$ cat config.mk
export PLATFORM = sky130hd
export DESIGN_NAME = ipf_lcu_feeder_flat
export DESIGN_NICKNAME = d
export VERILOG_FILES = /design/src/rtl/ipf_lcu_feeder_if.sv /design/src/rtl/ipf_lcu_feeder.sv /design/src/flat_wrapper.sv
export SDC_FILE = /design/constraint.sdc
export NUM_CORES = 1
export LEC_CHECK = 0
export CORE_MARGIN = 3
export CORE_UTILIZATION = 40
export DETAILED_ROUTE_END_ITERATION = 10
export GPL_ROUTABILITY_DRIVEN = 0
export PLACE_DENSITY = 0.74
export SYNTH_ARGS = -nofsm -noshare
export SYNTH_HDL_FRONTEND = slang
export SYNTH_SLANG_ARGS = --single-unit
$ cat constraint.sdc
create_clock -name clk -period 8.8 [get_ports clk]
set_input_delay 1.76 -clock clk [delete_from_list [all_inputs] [get_ports clk]]
set_output_delay 1.76 -clock clk [all_outputs]
set_load 0.1 [all_outputs]
$ cat src/rtl/ipf_lcu_feeder_if.sv
// Interface for the ipf_lcu_feeder image/parameter memory reads, the pixel
// stream into the filter, and the per-LCU side information.
// master: the feeder. slave: the memories and the filter.
interface ipf_lcu_feeder_if #(
  parameter int ADDR_W = 14,
  parameter int PRM_W  = 24
);
  logic              img_rd;
  logic [ADDR_W-1:0] img_addr;
  logic [7:0]        img_data;
  logic              prm_rd;
  logic [5:0]        prm_addr;
  logic [PRM_W-1:0]  prm_data;
  logic              busy;
  logic              in_en;
  logic [7:0]        din;
  logic [1:0]        ipf_type;
  logic [4:0]        ipf_band_pos;
  logic              ipf_wo_class;
  logic [15:0]       ipf_offset;
  logic [2:0]        lcu_x;
  logic [2:0]        lcu_y;
  logic [1:0]        lcu_size;

  modport master (
    output img_rd, img_addr,
    input  img_data,
    output prm_rd, prm_addr,
    input  prm_data,
    input  busy,
    output in_en, din,
    output ipf_type, ipf_band_pos, ipf_wo_class, ipf_offset,
    output lcu_x, lcu_y, lcu_size
  );

  modport slave (
    input  img_rd, img_addr,
    output img_data,
    input  prm_rd, prm_addr,
    output prm_data,
    output busy,
    input  in_en, din,
    input  ipf_type, ipf_band_pos, ipf_wo_class, ipf_offset,
    input  lcu_x, lcu_y, lcu_size
  );
endinterface

$ cat src/rtl/ipf_lcu_feeder.sv
// ipf_lcu_feeder: walks an IMG_W x IMG_W 8-bit image LCU by LCU (LCU raster
// order, pixel raster order inside an LCU), fetches per-LCU filter parameters
// and streams pixels into the filter with the in_en/busy handshake.
// Optional feature macro: FEEDER_STALL_CNT_EN adds a saturating stall_cnt
// output counting SEND cycles with busy=1.
module ipf_lcu_feeder #(
  parameter int IMG_W  = 128,
  parameter int ADDR_W = 14,
  parameter int PRM_W  = 24
) (
  input  logic                  clk,
  input  logic                  reset,
  input  logic                  start,
  input  logic [1:0]            cfg_lcu_size,
  ipf_lcu_feeder_if.master      bus,
  output logic                  feed_active,
  output logic                  feed_done
`ifdef FEEDER_STALL_CNT_EN
  ,
  output logic [15:0]           stall_cnt
`endif
);

  localparam int LOG_W = $clog2(IMG_W);
  localparam logic [2:0] NL16 = 3'(IMG_W / 16 - 1);
  localparam logic [2:0] NL32 = 3'(IMG_W / 32 - 1);
  localparam logic [2:0] NL64 = 3'(IMG_W / 64 - 1);

  typedef enum logic [2:0] {IDLE, PRM, PWAIT, FETCH, LOAD, SEND, DONE} state_t;

  state_t     state;
  logic [1:0] size_q;
  logic [2:0] cx, cy;
  logic [5:0] row, col;

  logic [2:0] log_s, idx_sh, n_last;
  logic [5:0] s_last, nxt_col, nxt_row;
  logic [2:0] nxt_cx, nxt_cy;
  logic       col_wrap, lcu_end, x_wrap, frame_end;

  function automatic logic [ADDR_W-1:0] pixel_addr(input logic [2:0] x, input logic [2:0] y,
                                                   input logic [5:0] r, input logic [5:0] c,
                                                   input logic [2:0] sh);
    logic [ADDR_W-1:0] y_full, x_full;
    y_full = (ADDR_W'(y) << sh) + ADDR_W'(r);
    x_full = (ADDR_W'(x) << sh) + ADDR_W'(c);
    return (y_full << LOG_W) + x_full;
  endfunction

  function automatic logic [5:0] lcu_index(input logic [2:0] x, input logic [2:0] y,
                                           input logic [2:0] sh);
    return (6'(y) << sh) + 6'(x);
  endfunction

  // Size decode and next-position arithmetic for the pixel being accepted.
  always_comb begin
    case (size_q)
      2'd1:    begin s_last = 6'd31; n_last = NL32; log_s = 3'd5; end
      2'd2:    begin s_last = 6'd63; n_last = NL64; log_s = 3'd6; end
      default: begin s_last = 6'd15; n_last = NL16; log_s = 3'd4; end
    endcase
    idx_sh    = 3'(LOG_W) - log_s;
    col_wrap  = (col == s_last);
    lcu_end   = col_wrap && (row == s_last);
    x_wrap    = (cx == n_last);
    frame_end = lcu_end && x_wrap && (cy == n_last);
    nxt_col   = col_wrap ? '0 : col + 6'd1;
    nxt_row   = lcu_end ? '0 : (col_wrap ? row + 6'd1 : row);
    nxt_cx    = lcu_end ? (x_wrap ? '0 : cx + 3'd1) : cx;
    nxt_cy    = (lcu_end && x_wrap) ? cy + 3'd1 : cy;
  end

  // Frame walker FSM; every output is registered and set on entry to the
  // state that owns it, so read strobes/addresses for the next state are
  // computed from the post-advance position.
  always_ff @(posedge clk or posedge reset) begin
    if (reset) begin
      state            <= IDLE;
      size_q           <= '0;
      cx               <= '0;
      cy               <= '0;
      row              <= '0;
      col              <= '0;
      bus.img_rd       <= 1'b0;
      bus.img_addr     <= '0;
      bus.prm_rd       <= 1'b0;
      bus.prm_addr     <= '0;
      bus.in_en        <= 1'b0;
      bus.din          <= '0;
      bus.ipf_type     <= '0;
      bus.ipf_band_pos <= '0;
      bus.ipf_wo_class <= 1'b0;
      bus.ipf_offset   <= '0;
      bus.lcu_x        <= '0;
      bus.lcu_y        <= '0;
      bus.lcu_size     <= '0;
      feed_active      <= 1'b0;
      feed_done        <= 1'b0;
`ifdef FEEDER_STALL_CNT_EN
      stall_cnt        <= '0;
`endif
    end else begin
      case (state)
        IDLE: begin
          feed_done <= 1'b0;
          if (start) begin
            size_q       <= (cfg_lcu_size == 2'd3) ? 2'd0 : cfg_lcu_size;
            cx           <= '0;
            cy           <= '0;
            row          <= '0;
            col          <= '0;
            bus.prm_rd   <= 1'b1;
            bus.prm_addr <= '0;
            feed_active  <= 1'b1;
`ifdef FEEDER_STALL_CNT_EN
            stall_cnt    <= '0;
`endif
            state        <= PRM;
          end
        end
        PRM: begin
          bus.prm_rd <= 1'b0;
          state      <= PWAIT;
        end
        PWAIT: begin
          bus.ipf_type     <= bus.prm_data[23:22];
          bus.ipf_band_pos <= bus.prm_data[21:17];
          bus.ipf_wo_class <= bus.prm_data[16];
          bus.ipf_offset   <= bus.prm_data[15:0];
          bus.lcu_x        <= cx;
          bus.lcu_y        <= cy;
          bus.lcu_size     <= size_q;
          bus.img_rd       <= 1'b1;
          bus.img_addr     <= pixel_addr(cx, cy, row, col, log_s);
          state            <= FETCH;
        end
        FETCH: begin
          bus.img_rd <= 1'b0;
          state      <= LOAD;
        end
        LOAD: begin
          bus.din   <= bus.img_data;
          bus.in_en <= 1'b1;
          state     <= SEND;
        end
        SEND: begin
          if (bus.busy) begin
`ifdef FEEDER_STALL_CNT_EN
            if (stall_cnt != '1) stall_cnt <= stall_cnt + 16'd1;
`endif
          end else begin
            bus.in_en <= 1'b0;
            col       <= nxt_col;
            row       <= nxt_row;
            cx        <= nxt_cx;
            cy        <= nxt_cy;
            if (frame_end) begin
              feed_done   <= 1'b1;
              feed_active <= 1'b0;
              state       <= DONE;
            end else if (lcu_end) begin
              bus.prm_rd   <= 1'b1;
              bus.prm_addr <= lcu_index(nxt_cx, nxt_cy, idx_sh);
              state        <= PRM;
            end else begin
              bus.img_rd   <= 1'b1;
              bus.img_addr <= pixel_addr(cx, cy, nxt_row, nxt_col, log_s);
              state        <= FETCH;
            end
          end
        end
        DONE: begin
          feed_done <= 1'b0;
          state     <= IDLE;
        end
        default: state <= IDLE;
      endcase
    end
  end

endmodule

$ cat src/flat_wrapper.sv
// flat-port wrapper written by rule: the top's interface ports become plain ports
module ipf_lcu_feeder_flat 
#(
  parameter int IMG_W  = 128,
  parameter int ADDR_W = 14,
  parameter int PRM_W  = 24
)
  (clk, reset, start, cfg_lcu_size, feed_active, feed_done, bus_img_rd, bus_img_addr, bus_img_data, bus_prm_rd, bus_prm_addr, bus_prm_data, bus_busy, bus_in_en, bus_din, bus_ipf_type, bus_ipf_band_pos, bus_ipf_wo_class, bus_ipf_offset, bus_lcu_x, bus_lcu_y, bus_lcu_size);
  ipf_lcu_feeder_if #(.ADDR_W(ADDR_W), .PRM_W(PRM_W)) bus_i ();
  input  logic clk;
  input  logic reset;
  input  logic start;
  input  logic [1:0] cfg_lcu_size;
  output logic feed_active;
  output logic feed_done;
  output wire logic [$bits(bus_i.img_rd)-1:0] bus_img_rd;
  output wire logic [$bits(bus_i.img_addr)-1:0] bus_img_addr;
  input wire logic [$bits(bus_i.img_data)-1:0] bus_img_data;
  output wire logic [$bits(bus_i.prm_rd)-1:0] bus_prm_rd;
  output wire logic [$bits(bus_i.prm_addr)-1:0] bus_prm_addr;
  input wire logic [$bits(bus_i.prm_data)-1:0] bus_prm_data;
  input wire logic [$bits(bus_i.busy)-1:0] bus_busy;
  output wire logic [$bits(bus_i.in_en)-1:0] bus_in_en;
  output wire logic [$bits(bus_i.din)-1:0] bus_din;
  output wire logic [$bits(bus_i.ipf_type)-1:0] bus_ipf_type;
  output wire logic [$bits(bus_i.ipf_band_pos)-1:0] bus_ipf_band_pos;
  output wire logic [$bits(bus_i.ipf_wo_class)-1:0] bus_ipf_wo_class;
  output wire logic [$bits(bus_i.ipf_offset)-1:0] bus_ipf_offset;
  output wire logic [$bits(bus_i.lcu_x)-1:0] bus_lcu_x;
  output wire logic [$bits(bus_i.lcu_y)-1:0] bus_lcu_y;
  output wire logic [$bits(bus_i.lcu_size)-1:0] bus_lcu_size;
  assign bus_img_rd = bus_i.img_rd;
  assign bus_img_addr = bus_i.img_addr;
  assign bus_i.img_data = bus_img_data;
  assign bus_prm_rd = bus_i.prm_rd;
  assign bus_prm_addr = bus_i.prm_addr;
  assign bus_i.prm_data = bus_prm_data;
  assign bus_i.busy = bus_busy;
  assign bus_in_en = bus_i.in_en;
  assign bus_din = bus_i.din;
  assign bus_ipf_type = bus_i.ipf_type;
  assign bus_ipf_band_pos = bus_i.ipf_band_pos;
  assign bus_ipf_wo_class = bus_i.ipf_wo_class;
  assign bus_ipf_offset = bus_i.ipf_offset;
  assign bus_lcu_x = bus_i.lcu_x;
  assign bus_lcu_y = bus_i.lcu_y;
  assign bus_lcu_size = bus_i.lcu_size;
  ipf_lcu_feeder #(.IMG_W(IMG_W), .ADDR_W(ADDR_W), .PRM_W(PRM_W)) u_core (.clk(clk), .reset(reset), .start(start), .cfg_lcu_size(cfg_lcu_size), .bus(bus_i), .feed_active(feed_active), .feed_done(feed_done));
endmodule
==> impl_metrics.env, run 1 <==
export IMPL_root_buffer="clkbuf_16"
export IMPL_fmaxAchievable_ghz=0.245
export IMPL_vias=4424
export IMPL_drt_iter0_markers=359
export IMPL_critPathLaunchType="register"
export IMPL_drt_wl_total_mm=13.1
export IMPL_vias_per_cell=5.34
export IMPL_syn_nets=631
export IMPL_antenna_found_initial=0
export IMPL_nNetsFinal=720
export IMPL_fin_crit_sh=0.464
export IMPL_hold_viol_final=0
export IMPL_io_pins=103
export IMPL_cap_violations=0
export IMPL_insertion_delay_ns=0.34
export IMPL_worstMarginPinSlew_ns=1.17
export IMPL_ctsHoldBuffers=0
export IMPL_drive_above_1_share=0.0817
export IMPL_drc_errors=0
export IMPL_synth_top_cells_by_count="nand2_1 (135), dfrtp_1 (88), o21ai_0 (37)"
export IMPL_vdd_drop_max_uv=197
export IMPL_min_delay_path_depth=2
export IMPL_syn2layout_area_growth_pct=29.0
export IMPL_yosysWarnings=0
export IMPL_grt_usage=0.189
export IMPL_grt_pass1_vias=4401
export IMPL_dpl_hpwl_mm=9.38
export IMPL_drt_wirelength_per_cell_um=15.8
export IMPL_ant_nets=0
export IMPL_cts_sinks=88
export IMPL_syn_area_sq_um=5090
export IMPL_num_fill_cells=1141
export IMPL_insertedDiodeCount=0
export IMPL_cp_data_required_time_ns=8.97
export IMPL_yosysSeqAreaShare=0.433
export IMPL_skew_ns=0.0112
export IMPL_synthDistinctLibCells=61
export IMPL_critPathMaxFanout=15
export IMPL_grt_max_degree=89
export IMPL_cts_resized=0
export IMPL_synthTopCellsByArea="dfrtp_1 (43%), nand2_1 (10%), ha_1 (5.2%)"
export IMPL_final_util=0.538
export IMPL_dieArea_sq_um=14100
export IMPL_cts_buffers=9
export IMPL_clk_pin_slew_worst_paths_ns=0.06
export IMPL_start_util=0.417
export IMPL_die_x_um=119
export IMPL_cts_tree="done"
export IMPL_slew_viol_final=0
export IMPL_ys_flop_type="dfrtp_1"
export IMPL_p_leak_uw=0.00298
export IMPL_fin_crit_ns=4.08
export IMPL_async_reset_ff_frac=1.00
export IMPL_yosysMostFrequentCell="nand2_1"
export IMPL_cp_end_kind="register"
export IMPL_postCtsSetupBuffers=0
export IMPL_rsz0062_at_grt="no"
export IMPL_synth_ff_latch_count=88
export IMPL_yosysTopAreaCell="dfrtp_1"
export IMPL_core_area_sq_um=12200
export IMPL_r2r_worst_path_cells=12
export IMPL_cts_buffer_depth=2
export IMPL_finalSetupViolCount=0
export IMPL_cts_max_level=3
export IMPL_synth_edf_count=0
export IMPL_synthesis_instances=567
export IMPL_gr_total_overflow=0
export IMPL_p_per_area_nw_per_um2=381
export IMPL_dr_pass1_iters=5
export IMPL_tns_ns=0
export IMPL_io_buffers=102
export IMPL_outcome="finished clean"
export IMPL_relSlewSlack=0.217
export IMPL_fp_dieH_um=119
export IMPL_criticalPathCategory="reg -> reg"
export IMPL_hold_class="reg -> reg"
export IMPL_cp_arrival_ns=4.25
export IMPL_syn_area_per_cell_sq_um=8.97
export IMPL_grt_first_pass_wirelength_mm=21.8
export IMPL_fp_row_count=40
export IMPL_synth_top_area_share=0.433
## report_power, final
part	internal (uW)	switching (uW)	leakage [uW]
clock network	266	166	0.000163
logic	331	1120	0.00167
registers	527	83.9	0.00114
total	1120	1370	0.00298
## metal layers
metal  vias to the layer above  wire, um  track usage
li1                       2125         -            -
met2                       154      6370        0.311
met1                      2125      5880        0.248
met4                         0       216       0.0673
met5                         -         0            0
met3                        20       657       0.0378
## final cells by class
class                      instances  area (sq um)  area share
clock buffer                      11           253      0.0385
sequential                        88          2200       0.335
multi-input combinational        427          2670       0.407
inverter                          24          91.3      0.0139
clock inverter                     5          85.1      0.0130
timing repair buffer             106          1050       0.160
tap                              168           210      0.0320
## cell usage in the layout, fill, tap and decap left out, drive strengths merged, types with 6 or more instances in the layout
master,n
clkbuf,11
inv,25
xor2,15
o21ai,46
clkdlybuf4s50,102
a31oi,7
dfrtp,88
mux2,10
nand2,135
a22o,8
nor3,11
nand4,6
xnor2,21
nand3,16
a21oi,27
nor2,31
and3,10
ha,21
## sequential cells by signal, indices dropped and copies added, names as in the netlist, 3 cells and up
| name | flops |
|---|---|
| u_core.bus.prm_addr | 6 |
| u_core.col | 6 |
| u_core.bus.lcu_y | 3 |
| u_core.bus.lcu_x | 3 |
| u_core.bus.din | 8 |
| u_core.state | 3 |
| u_core.cy | 3 |
| u_core.bus.img_addr | 14 |
| u_core.cx | 3 |
| u_core.bus.ipf_offset | 16 |
| u_core.bus.ipf_band_pos | 5 |
| u_core.row | 6 |
## path summary, 6_finish.rpt
check,startpoint,to,slack (ns)
min in group asynchronous,reset,u_core.bus.ipf_offset[10],2.10
worst max register to register,u_core.size_q[0],u_core.bus.img_addr[12],4.72
worst min-delay path,u_core.bus.lcu_x[1],u_core.bus.lcu_x[1],0.47
worst max-delay path,u_core.size_q[0],u_core.bus.img_addr[12],4.72
worst min register to register,u_core.bus.lcu_x[1],u_core.bus.lcu_x[1],0.47
max in group asynchronous,reset,u_core.cx[2],6.02
## cells by family (layout without fill, tap and decap cells)
family,after synthesis,after routing,share of synthesized area
compound gates,118,118,0.151
xor+xnor,36,36,0.0620
fa+ha+maj,26,26,0.0713
buf+inv,52,146,0.0433
flops,88,88,0.433
mux,15,15,0.0320
simple gates,232,232,0.208
## per-stage QoR
stage | area (sq um) | setup slack (ns) | hold WS [ns] | power (uW) | cells
after floorplan | 5090 | 4.76 | 0.526 | 1740 | 567
after global placement | 6230 | 4.93 | 0.458 | 2050 | 813
after detailed placement | 6230 | 4.78 | 0.461 | 2080 | 813
after CTS | 6560 | 4.75 | 0.478 | 2510 | 829
after global routing | 6560 | 4.37 | 0.504 | 2610 | 829
final | 6560 | 4.72 | 0.475 | 2500 | 829
## worst max-delay path, stage by stage (launching register included)
cell      delay (ns)
dfrtp_1         0.38
inv_1           0.09
ha_1            0.59
xor2_1          0.26
or4_1           0.65
nor2_2          0.40
nor2_1          0.12
ha_1            0.36
a31oi_1         0.14
o21ai_0         0.43
a31oi_1         0.14
a41oi_1         0.18
o221ai_1        0.15
Note: power is estimated with default switching activity, not from simulation.
==> run 2: changes to the inputs <==
--- a/config.mk
+++ b/config.mk
@@ -9,7 +9,7 @@
 export CORE_UTILIZATION = 40
 export DETAILED_ROUTE_END_ITERATION = 10
 export GPL_ROUTABILITY_DRIVEN = 0
-export PLACE_DENSITY = 0.74
+export PLACE_DENSITY = 0.76
 export SYNTH_ARGS = -nofsm -noshare
 export SYNTH_HDL_FRONTEND = slang
 export SYNTH_SLANG_ARGS = --single-unit
==> constraint.sdc (replaced) <==
create_clock -name clk -period 3.6 [get_ports clk]
set_input_delay 0.72 -clock clk [delete_from_list [all_inputs] [get_ports clk]]
set_output_delay 0.72 -clock clk [all_outputs]
set_load 0.1 [all_outputs]
==> impl_metrics.env, run 2 (same netlist as run 1, synthesis figures left out) <==
export IMPL_outcome="finished clean"
export IMPL_cts_tree="done"
export IMPL_regMostFlops="u_core.bus.ipf_offset"
export IMPL_cp_end_kind="register"
export IMPL_insertion_delay_ns=0.35
export IMPL_critPathLaunchType="register"
export IMPL_tns_ns=0
export IMPL_cap_violations=0
export IMPL_cp_arrival_ns=3.80
export IMPL_cts_max_level=3
export IMPL_syn2layout_area_growth_pct=31.0
export IMPL_dieArea_sq_um=14100
export IMPL_final_cell_mix="nand2_1 (135), clkdlybuf4s50_1 (102), dfrtp_1 (88)"
export IMPL_rsz0062_at_grt="yes"
export IMPL_insertedDiodeCount=0
export IMPL_drc_errors=0
export IMPL_largest_reg_flops=16
export IMPL_ff2ff_setup_slack_ns=0.05
export IMPL_root_buffer="clkbuf_16"
export IMPL_gr_total_overflow=0
export IMPL_dr_pass1_iters=5
export IMPL_dpl_hpwl_mm=9.84
export IMPL_cts_sinks=88
export IMPL_grt_first_pass_wirelength_mm=21.7
export IMPL_fin_area_sq_um=6660
export IMPL_clk_pin_slew_worst_paths_ns=0.06
export IMPL_finalSetupViolCount=0
export IMPL_die_x_um=119
export IMPL_criticalPathCategory="reg -> reg"
export IMPL_num_fill_cells=1115
export IMPL_total_power_uw=6060
export IMPL_relSlewSlack=0.219
export IMPL_fin_crit_sh=0.986
export IMPL_multi_input_area_sq_um=2700
export IMPL_p_leak_uw=0.00305
export IMPL_vdd_drop_max_uv=475
export IMPL_vias_per_cell=5.36
export IMPL_skew_ns=0.0116
export IMPL_fmaxAchievable_ghz=0.282
export IMPL_nNetsFinal=733
export IMPL_p_per_area_nw_per_um2=910
export IMPL_io_pins=103
export IMPL_antenna_found_initial=0
export IMPL_vias=4513
export IMPL_fp_dieH_um=119
export IMPL_detailed_place_area_sq_um=6330
export IMPL_cts_buffer_depth=2
export IMPL_slew_viol_final=0
export IMPL_grt_pass1_vias=4338
export IMPL_hold_viol_final=0
export IMPL_start_util=0.417
export IMPL_cp_data_required_time_ns=3.86
export IMPL_drt_wirelength_per_cell_um=16.3
export IMPL_drive_above_1_share=0.105
export IMPL_core_area_sq_um=12200
export IMPL_drt_iter0_markers=389
export IMPL_ant_nets=0
export IMPL_hold_class="reg -> reg"
export IMPL_io_buffers=102
export IMPL_fin_crit_ns=3.55
export IMPL_reg_largest_list="u_core.bus.ipf_offset (16), u_core.bus.img_addr (14), u_core.bus.din (8)"
export IMPL_fp_row_count=40
export IMPL_critPathMaxFanout=4
export IMPL_final_common_cell="nand2_1"
export IMPL_grt_usage=0.190
export IMPL_dp_slack_ns=0.0467
export IMPL_cts_buffers=9
export IMPL_grt_max_degree=50
export IMPL_worstMarginPinSlew_ns=1.17
export IMPL_setup_ws_ns=0.0519
export IMPL_final_util=0.546
export IMPL_seqCellArea_sq_um=2200
export IMPL_drt_wl_total_mm=13.7
[run 2: cell types whose count changed in the layout (fill, tap and decap cells not counted), sizes merged]
cell and change:
clkbuf -1, inv -1, clkinv +2, bufinv -1, clkinvlp +1, buf +13
[run 2: path summary, 6_finish.rpt]
| path | startpoint | to | depth (start not counted) |
|---|---|---|---|
| setup / recovery | u_core.size_q[0] | u_core.bus.prm_addr[5] | 14 |
| min in group asynchronous | reset | u_core.bus.ipf_offset[9] | 2 |
| max in group asynchronous | reset | u_core.col[2] | 3 |
| hold / removal | u_core.bus.ipf_band_pos[2] | u_core.bus.ipf_band_pos[2] | 2 |
| setup reg to reg | u_core.size_q[0] | u_core.bus.prm_addr[5] | 14 |
| hold reg to reg | u_core.bus.ipf_band_pos[2] | u_core.bus.ipf_band_pos[2] | 2 |
[run 2: final cells by class]
class | instances | area share
Multi-Input combinational cell | 427 | 0.406
Sequential cell | 88 | 0.330
Timing Repair Buffer | 119 | 0.174
Clock buffer | 10 | 0.0344
Tap cell | 168 | 0.0315
Inverter | 24 | 0.0137
Clock inverter | 6 | 0.0101
[run 2: repair_timing]
action                                  4_1_cts  5_1_grt
endpoints found under the setup margin        0        6
buffers inserted                              0        1
gates resized for setup                       0        7
hold buffers                                  0        0
[run 2: worst max-delay path, stage by stage, from the launching register on]
cell	delay, ns
dfrtp_1	0.39
inv_1	0.11
ha_2	0.32
xnor2_1	0.17
nor3_1	0.53
a31oi_1	0.18
a211oi_1	0.47
a211o_1	0.17
o21ai_0	0.08
ha_1	0.34
a21o_1	0.18
nand3_1	0.10
a211oi_2	0.18
xnor2_1	0.10
o31ai_2	0.16
[run 2: through the flow]
stage	cells	hold slack (ns)
after floorplan	567	0.526
after global placement	825	0.459
after detailed placement	825	0.462
after CTS	841	0.478
after global routing	842	0.503
final	842	0.471
[run 2: metal layers]
| metal | part of all wire | routed length (um) | vias up | GRT usage |
|---|---|---|---|---|
| li1 | - | - | 2152 | - |
| met1 | 0.42 | 5830 | 2171 | 0.244 |
| met2 | 0.49 | 6740 | 164 | 0.312 |
| met3 | 0.061 | 834 | 26 | 0.0388 |
| met4 | 0.023 | 320 | 0 | 0.0818 |
| met5 | 0 | 0 | - | 0 |
[run 2: power breakdown]
part           internal, uW  switching (uW)  total [uW]
Clock                   540             398         939
Sequential             1290             210        1500
Combinational           854            2770        3630
Total                  2680            3380        6060
==> run 3: changes to the inputs <==
==> constraint.sdc (replaced) <==
create_clock -name clk -period 3.1 [get_ports clk]
set_input_delay 0.62 -clock clk [delete_from_list [all_inputs] [get_ports clk]]
set_output_delay 0.62 -clock clk [all_outputs]
set_load 0.1 [all_outputs]
==> impl_metrics.env, run 3 (same netlist as run 1, synthesis figures left out) <==
export IMPL_io_pins=103
export IMPL_slew_viol_final=0
export IMPL_final_cell_mix="nand2_1 (135), buf_4 (124), dfrtp_1 (88)"
export IMPL_p_sw_frac=0.557
export IMPL_cp_end_kind="register"
export IMPL_dpl_hpwl_mm=10.3
export IMPL_hold_class="reg -> reg"
export IMPL_p_leak_uw=0.00343
export IMPL_drt_wl_total_mm=14.5
export IMPL_hold_slack_ns=0.481
export IMPL_grt_max_degree=45
export IMPL_start_util=0.417
export IMPL_fmaxAchievable_ghz=0.305
export IMPL_relSlewSlack=0.485
export IMPL_worstMarginPinSlew_ns=0.771
export IMPL_grt_first_pass_wirelength_mm=23.3
export IMPL_reg_largest_list="u_core.bus.ipf_offset (16), u_core.bus.img_addr (14), u_core.bus.din (8)"
export IMPL_crit_top_cell="buf_6"
export IMPL_cap_violations=0
export IMPL_final_common_cell="nand2_1"
export IMPL_cp_arrival_ns=3.55
export IMPL_drive_above_1_share=0.294
export IMPL_final_util=0.579
export IMPL_rsz0062_at_grt="yes"
export IMPL_ctsHoldBuffers=0
export IMPL_outcome="complete, but fails checks"
export IMPL_gr_total_overflow=0
export IMPL_fin_crit_ns=3.28
export IMPL_internal_power_uw=3200
export IMPL_tns_ns=-1.05
export IMPL_cts_max_level=3
export IMPL_regMostFlops="u_core.bus.ipf_offset"
export IMPL_cts_buffer_depth=2
export IMPL_insertion_delay_ns=0.35
export IMPL_critPathMaxStageDelay_ns=0.59
export IMPL_ant_nets=0
export IMPL_finalSetupViolCount=9
export IMPL_vias=4779
export IMPL_skew_ns=0.00938
export IMPL_cp_data_required_time_ns=3.37
export IMPL_fp_dieH_um=119
export IMPL_p_per_area_nw_per_um2=1020
export IMPL_cts_tree="done"
export IMPL_vdd_drop_max_uv=926
export IMPL_grt_pass1_vias=4752
export IMPL_drt_iter0_markers=322
export IMPL_fp_row_count=40
export IMPL_clkPwrFrac=0.142
export IMPL_violations="setup timing"
export IMPL_switchingPower_uw=4020
export IMPL_cts_sinks=88
export IMPL_critPathLaunchType="register"
export IMPL_antenna_found_initial=0
export IMPL_io_buffers=102
export IMPL_setup_ws_ns=-0.181
export IMPL_power_sequential_fraction=0.243
export IMPL_root_buffer="clkbuf_16"
export IMPL_drc_errors=0
export IMPL_hold_viol_final=0
export IMPL_criticalPathCategory="reg -> reg"
export IMPL_nNetsFinal=783
export IMPL_insertedDiodeCount=0
export IMPL_dr_pass1_iters=5
export IMPL_cts_buffers=9
export IMPL_syn2layout_area_growth_pct=39.0
export IMPL_die_x_um=119
export IMPL_path_cells="inv_2, ha_4, buf_6, xnor2_4, or4_4, buf_6, nor2_4, buf_4, nor2_1, fa_1, nand2_1, a31oi_1, a41oi_1, o221ai_1"
export IMPL_drt_wirelength_per_cell_um=16.2
export IMPL_vias_per_cell=5.36
export IMPL_fin_crit_sh=1.06
export IMPL_clk_pin_slew_worst_paths_ns=0.07
export IMPL_critPathSlowestCell="or4_4"
export IMPL_critPathMaxFanout=5
export IMPL_dieArea_sq_um=14100
export IMPL_p_comb_frac=0.616
export IMPL_largest_reg_flops=16
export IMPL_core_area_sq_um=12200
export IMPL_grt_usage=0.205
[run 3: cell types whose count changed in the layout (fill, tap and decap cells not counted), moves of 6 or more]
cell / delta
buf_4: +108
buf_6: +7
clkdlybuf4s50_1: -65
xnor2_1: -6
[run 3: path summary, 6_finish.rpt]
check / from / end / slack, ns / cells past startpoint
worst max-delay path: u_core.size_q[0] / u_core.bus.img_addr[12] / -0.18 / 14
worst min register to register: u_core.bus.lcu_y[0] / u_core.bus.lcu_y[0] / 0.48 / 2
worst max register to register: u_core.size_q[0] / u_core.bus.img_addr[12] / -0.18 / 14
min in group asynchronous: reset / u_core.bus.ipf_band_pos[1] / 0.71 / 2
worst min-delay path: u_core.bus.lcu_y[0] / u_core.bus.lcu_y[0] / 0.48 / 2
max in group asynchronous: reset / u_core.bus.din[5] / 1.69 / 3
[run 3: worst max-delay path: cells and delay by family, from the launching register on]
| kind | cells | cell delay, ns |
|---|---|---|
| xor gates and xnor gates | 1 | 0.12 |
| AOI/OAI and AO/OA | 3 | 0.47 |
| DFF | 1 | 0.40 |
| buffers and inverters | 4 | 0.52 |
| and+or+nand+nor | 4 | 0.89 |
| adders and majority gates | 2 | 0.79 |
[run 3: power groups by stage]
stage | Clock, uW | Combinational [uW] | Sequential, uW
after floorplan | 0 | 1100 | 3880
after global placement | 0 | 4150 | 1740
after detailed placement | 0 | 4210 | 1760
after CTS | 1050 | 4370 | 1750
after global routing | 1100 | 4660 | 1790
final | 1020 | 4440 | 1750
[run 3: area by class of cell]
class,count,area [sq um]
flip-flops and latches,88,2200
multi-input cells,427,2900
repair buffers,169,1400
inverters,24,91.3
well taps,168,210
fillers,1050,5140
clock buffers,12,246
clock inverters,4,28.8
[run 3: metal layers]
metal	global-route usage	wire, um	up-vias
met3	0.0378	786	39
li1	-	-	2258
met1	0.252	5900	2310
met5	0	0	-
met4	0.0862	461	0
met2	0.351	7340	172
[run 3: timing repair]
| action | CTS | global route |
|---|---|---|
| cloned | 0 | 0 |
| buffers inserted | 7 | 3 |
| resized for setup | 23 | 18 |
| setup endpoints to repair | 10 | 18 |
| pin swaps | 23 | 27 |
[run 3: stage by stage]
| step | total power [uW] | instances | area, sq um | setup slack (ns) |
|---|---|---|---|---|
| 6_report | 7220 | 892 | 7080 | -0.181 |
| 5_1_grt | 7560 | 892 | 7080 | -0.305 |
| 4_1_cts | 7170 | 889 | 6970 | -0.144 |
| 3_5_place_dp | 5970 | 866 | 6540 | -0.288 |
| 3_3_place_gp | 5890 | 866 | 6540 | -0.168 |
| 2_1_floorplan | 4980 | 567 | 5160 | -0.119 |
